### config.mk
export PLATFORM = sky130hd
export DESIGN_NAME = framed_sequence_tx
export DESIGN_NICKNAME = d
export VERILOG_FILES = /design/src/rtl/framed_sequence_tx.sv
export SDC_FILE = /design/constraint.sdc
export NUM_CORES = 1
export LEC_CHECK = 0
export BUFFER_PORTS_ARGS = -buffer_cell sky130_fd_sc_hd__clkbuf_2
export CORE_MARGIN = 3
export CORE_UTILIZATION = 25
export DETAILED_ROUTE_END_ITERATION = 12
export PLACE_DENSITY_LB_ADDON = 0.15
export SLEW_MARGIN = 10
export SYNTH_ARGS = -nofsm -noshare
export SYNTH_HDL_FRONTEND = slang
export SYNTH_SLANG_ARGS = --single-unit
### constraint.sdc
create_clock -name clk -period 2.41 [get_ports clk]
set_input_delay 0 -clock clk [delete_from_list [all_inputs] [get_ports clk]]
set_output_delay 0 -clock clk [all_outputs]
set_load 0.03 [all_outputs]
### src/rtl/framed_sequence_tx.sv
// Serial frame transmitter: 4-bit preamble then an MSB-first payload, with a stuffed '1'
// inserted wherever the last three sent bits are 101 so the marker never recurs in a frame.
module framed_sequence_tx #(
   parameter int          DATA_W   = 8,
   parameter logic [3:0]  PREAMBLE = 4'b1010
) (
   input  logic              clk,
   input  logic              reset,
   input  logic              start,
   input  logic [DATA_W-1:0] data_in,
   output logic              busy,
   output logic              out,
   output logic              out_valid,
   output logic              stuff,
   output logic              done
);

   // state | meaning
   // IDLE  | waiting for start; all outputs low
   // PRE   | preamble bit cnt_q on the line (0..3)
   // DATA  | payload or stuffed bit on the line; cnt_q = payload bits sent
   // DONE  | one-cycle done pulse, line idle, still busy
   typedef enum logic [1:0] {IDLE, PRE, DATA, DONE} state_t;

   localparam int CW = ($clog2(DATA_W + 1) < 2) ? 2 : $clog2(DATA_W + 1);

   state_t            state_q, state_d;
   logic [DATA_W-1:0] data_q, data_d;
   logic [CW-1:0]     cnt_q, cnt_d;
   logic [2:0]        hist_q, hist_d;
   logic              out_q, out_d;
   logic              valid_q, valid_d;
   logic              stuff_q, stuff_d;
   logic              done_q, done_d;
   logic              busy_q, busy_d;

   logic              data_step;
   logic [CW-1:0]     dcnt;
   logic              pre_bit;

   assign pre_bit = PREAMBLE[2'd2 - cnt_q[1:0]];

   always_comb begin
      state_d   = state_q;
      data_d    = data_q;
      cnt_d     = cnt_q;
      hist_d    = hist_q;
      out_d     = 1'b0;
      valid_d   = 1'b0;
      stuff_d   = 1'b0;
      done_d    = 1'b0;
      busy_d    = busy_q;
      data_step = 1'b0;
      dcnt      = cnt_q;

      case (state_q)
         IDLE: begin
            busy_d = 1'b0;
            if (start) begin
               data_d  = data_in;
               cnt_d   = '0;
               busy_d  = 1'b1;
               state_d = PRE;
               out_d   = PREAMBLE[3];
               valid_d = 1'b1;
               hist_d  = {2'b00, PREAMBLE[3]};
            end
         end
         PRE: begin
            if (cnt_q != CW'(3)) begin
               cnt_d   = cnt_q + 1'b1;
               out_d   = pre_bit;
               valid_d = 1'b1;
               hist_d  = {hist_q[1:0], pre_bit};
            end else begin
               data_step = 1'b1;
               dcnt      = '0;
            end
         end
         DATA: data_step = 1'b1;
         DONE: begin
            state_d = IDLE;
            busy_d  = 1'b0;
         end
         default: begin
            state_d = IDLE;
            busy_d  = 1'b0;
            cnt_d   = '0;
            hist_d  = '0;
            data_d  = '0;
         end
      endcase

      // Stuffing is checked before every payload bit and once more after the last one.
      if (data_step) begin
         state_d = DATA;
         cnt_d   = dcnt;
         if (hist_q == 3'b101) begin
            out_d   = 1'b1;
            valid_d = 1'b1;
            stuff_d = 1'b1;
            hist_d  = {hist_q[1:0], 1'b1};
         end else if (dcnt == CW'(DATA_W)) begin
            state_d = DONE;
            done_d  = 1'b1;
         end else begin
            out_d   = data_q[DATA_W-1];
            valid_d = 1'b1;
            hist_d  = {hist_q[1:0], data_q[DATA_W-1]};
            data_d  = data_q << 1;
            cnt_d   = dcnt + 1'b1;
         end
      end
   end

   always_ff @(posedge clk or negedge reset) begin
      if (!reset) begin
         state_q <= IDLE;
         data_q  <= '0;
         cnt_q   <= '0;
         hist_q  <= '0;
         out_q   <= 1'b0;
         valid_q <= 1'b0;
         stuff_q <= 1'b0;
         done_q  <= 1'b0;
         busy_q  <= 1'b0;
      end else begin
         state_q <= state_d;
         data_q  <= data_d;
         cnt_q   <= cnt_d;
         hist_q  <= hist_d;
         out_q   <= out_d;
         valid_q <= valid_d;
         stuff_q <= stuff_d;
         done_q  <= done_d;
         busy_q  <= busy_d;
      end
   end

   assign out       = out_q;
   assign out_valid = valid_q;
   assign stuff     = stuff_q;
   assign done      = done_q;
   assign busy      = busy_q;

endmodule

==> metrics.md <==
| Metric | Value |
|---|---|
| Status | complete, no violations |
| Most frequent cells in the layout | dfrtp_1 (22), nor2_1 (18), clkbuf_2 (15), nand2_1 (10), a21oi_1 (10) |
| Net load switching power | between 0.0007 and 0.0008 W |
| Nets | 168 |
| DP Wirelength | 2218 um |
| Slew @ Worst Pin | between 500 and 600 ps |
| Vias/cell | 4.674 |
| Largest net degree at the start of global routing | 23 |
| Tcrit/Tclk final | 86.49% |
| Remaining global-route overflow | 0 |
| Leak | 0.7101 nW |
| First-pass GRT wire length | 5016 um |
| Largest cells by area after synthesis | dfrtp_1 (43%), mux2i_1 (6.3%), nor2_1 (5.3%), ha_1 (4.9%), a21oi_1 (3.9%) |
| Setup Skew | 7.798 ps |
| Port bufs | 15 |
| DIE AREA | approximately 6000 um2 |
| Site Rows | 25 |
| Reg-to-reg slack, setup | about 330 ps |
| Met2 wire len | approximately 1300 um |
| Synthesized net count | 148 |
| RR Endpoint | cnt_q[0] |
| Routed WL | 2911 um |
| Num CTS Buffers | 3 |
| Die Ht | 77.35 um |
| Die Width | about 77 um |
| Clock Sinks | 22 |
| Vias in the first global route | a little under 1000 |
| Top-area cell type share of the netlist area | 43.26% |
| IO Pins | 16 |
| Final setup fails | 0 |
| Placed cell count | 212 |
| Gr usage total | 10.48% |
| Diodes inserted | 0 |
| #FFs+latches synth | 22 |
| Clock-pin slew on the worst setup and hold paths | 90 ps |
| Top layer in use | met4 |
| R2R Path Start | cnt_q[1] |
| First-pass DRT Iterations | 4 |
| Root buf cell | clkbuf_8 |
| Met3 WL post-DR | 105 um |
| Avg WL per Cell | approximately 13 um |
| Worst hold slack | approximately 7.3 ps |
| Fraction of layout instances using a drive strength above 1 | 18.54% |
| Max Freq | 479.8 MHz |
| Initial antenna violation count | 0 |
| Final Hold Fails | 0 |
| Critical Path Start Type | register |
| Via Count | between 1000 and 1500 |
| Internal Dissipation | between 0.001 and 0.0015 W |
| CTS tree | done |
| Worst Path Max Fanout | 16 |
| Clock share of power | 18.1% |
| Critical Path RT | 2590 ps |
| Non-filler cells in the finished layout | 218 |
| Post-synth EDFFs | 0 |
| Sequential element share of the synthesized area | between 40% and 50% |
| Sequential share of power | 33.8% |
| Rel. slew slack | between 60 and 70% |
| Logic pwr share | 48.1% |
| Class of the worst hold path | in2reg |
| Placed cell areas | 1421 um2 |
| Worst skew pair latency | 260 ps |
| Post_cts resized | 0 |
| Crit path to | cnt_q[0] |
| Post-Synthesis Cell Area | 1272 um2 |
| Wl on met1 | between 1000 and 1500 um |
| Largest buffer count on any clock path | 2 |
| Synth warn | 0 |
| Post-route ant nets | 0 |
| Pwr per Cell Area | approximately 1300 nW/um2 |
| Area Growth Syn to Fin | 18.88% |
| Most common cell after layout, fill and taps aside | dfrtp_1 |
| Average cell area after synthesis | 9.640 um2 |
| Max VDD drop | around 0.00055 V |
| CP arrival | 2260 ps |
| Setup Total Neg Slack | 0 ps |
| Post-Syn Instances | 132 |
| Design area | 1513 um2 |
| Main synth FF type | dfrtp_1 |
| Cell variety after synth | 44 |
| Post-layout util | between 30% and 40% |
| Reg2reg path depth | 6 |
| Synth async-reset ratio | 100.0% |
| Placer congestion estimate | 0.8565 |
| CP Capture Type | register |
| Violation count after the first detailed-route iteration | 65 |
| Sw frac | approximately 40% |
| Core Box Area | just under 5000 um2 |
| CP startpoint | cnt_q[1] |
| Total of max-cap violations | 0 |
| Min cycle time layout | 2084 ps |
| Initial Util | between 20% and 30% |
| CTS HTree Levels | 1 |
| RSZ-0062 raised after global routing | no |
| # DRC | 0 |
| Post-synthesis cell type with the largest combined area | dfrtp_1 |
| Pins Over Slew Limit | 0 |
| Crit Path Class | reg2reg |
==> how the worst min path moves through the flow <==
stage	start	cells past startpoint	slack [ps]	endpoint
4_1_cts	data_in[0]	3	9	data_q[0]
2_1_floorplan	reset	0	-300	busy
3_3_place_gp	reset	1	30	done
6_report	data_in[0]	3	7	data_q[0]
5_1_grt	data_in[0]	3	10	data_q[0]
3_5_place_dp	reset	1	30	stuff
==> kinds of logic (layout without fill, tap and decap cells) <==
kind of cell    count (synthesis)  after routing  share of synthesized area (%)
compound gates                 43             43                          23.50
simple gates                   42             42                          16.32
xor+xnor                        2              2                          1.377
flops                          22             22                          43.26
mux                             8              8                          6.293
buf+inv                        10             29                          4.325
fa+ha+maj                       5              5                          4.916
==> synth_stat cells, types with 2 or more instances <==
cell type and n:
a21boi_0 2, a21o_1 3, a21oi_1 10, a22oi_1 2, buf_2 2, buf_4 2
dfrtp_1 22, ha_1 5, inv_1 4, mux2i_1 8, nand2_1 10, nand3_1 2
nand3b_1 2, nor2_1 18, nor2b_1 2, o21ai_0 8, o21ai_1 2, o31ai_1 2
==> power groups by stage <==
| stage | sequential (W) | combinational (W) | clock, W |
|---|---|---|---|
| floorplan | 0.000664 | 0.000666 | 0 |
| global placement | 0.000646 | 0.000919 | 0 |
| detailed placement | 0.000651 | 0.000913 | 0 |
| CTS | 0.000645 | 0.000917 | 0.000361 |
| global route | 0.000671 | 0.00103 | 0.000377 |
| finish | 0.000643 | 0.000915 | 0.000344 |
==> timing repair <==
action | CTS | global route
hold buffers | 2 | 0
hold endpoints to repair | 23 | 0
buffers inserted | 0 | 0
==> sequential cells by signal, indices dropped and copies added (netlist names) <==
name / cells
data_q: 8
out: 1
busy: 1
done: 1
out_valid: 1
state_q: 2
hist_q: 3
stuff: 1
cnt_q: 4
==> area by class of cell <==
| cell class | count | area (um2) |
|---|---|---|
| repair buffers | 21 | 125.1 |
| clock buffers | 3 | 41.29 |
| fillers | 512 | 3304 |
| multi-input cells | 100 | 666.9 |
| inverters | 4 | 15.01 |
| well taps | 67 | 83.83 |
| clock inverters | 1 | 30.03 |
| flip-flops and latches | 22 | 550.5 |
==> per-layer routing <==
metal | GRT usage [%] | vias to the layer above
li1 | - | 513
met1 | 16.18 | 485
met2 | 14.68 | 19
met3 | 2.900 | 2
met4 | 1.601 | 0
met5 | 0 | -
==> worst max-delay path: stages (launching register included) <==
cell and delay (ps):
dfrtp_1 440, ha_1 280, and4bb_1 400, o21a_4 200, nand3_2 260, a21boi_1 230, o31ai_1 190
==> metrics by stage <==
| stage | power [W] | worst slack (ps) |
|---|---|---|
| floorplan | 0.001330 | 590.6 |
| global placement | 0.001565 | 439.6 |
| detailed placement | 0.001564 | 349.6 |
| CTS | 0.001922 | 324.7 |
| global route | 0.002075 | 173.7 |
| finish | 0.001902 | 325.7 |
Note: power is estimated with default switching activity, not from simulation.
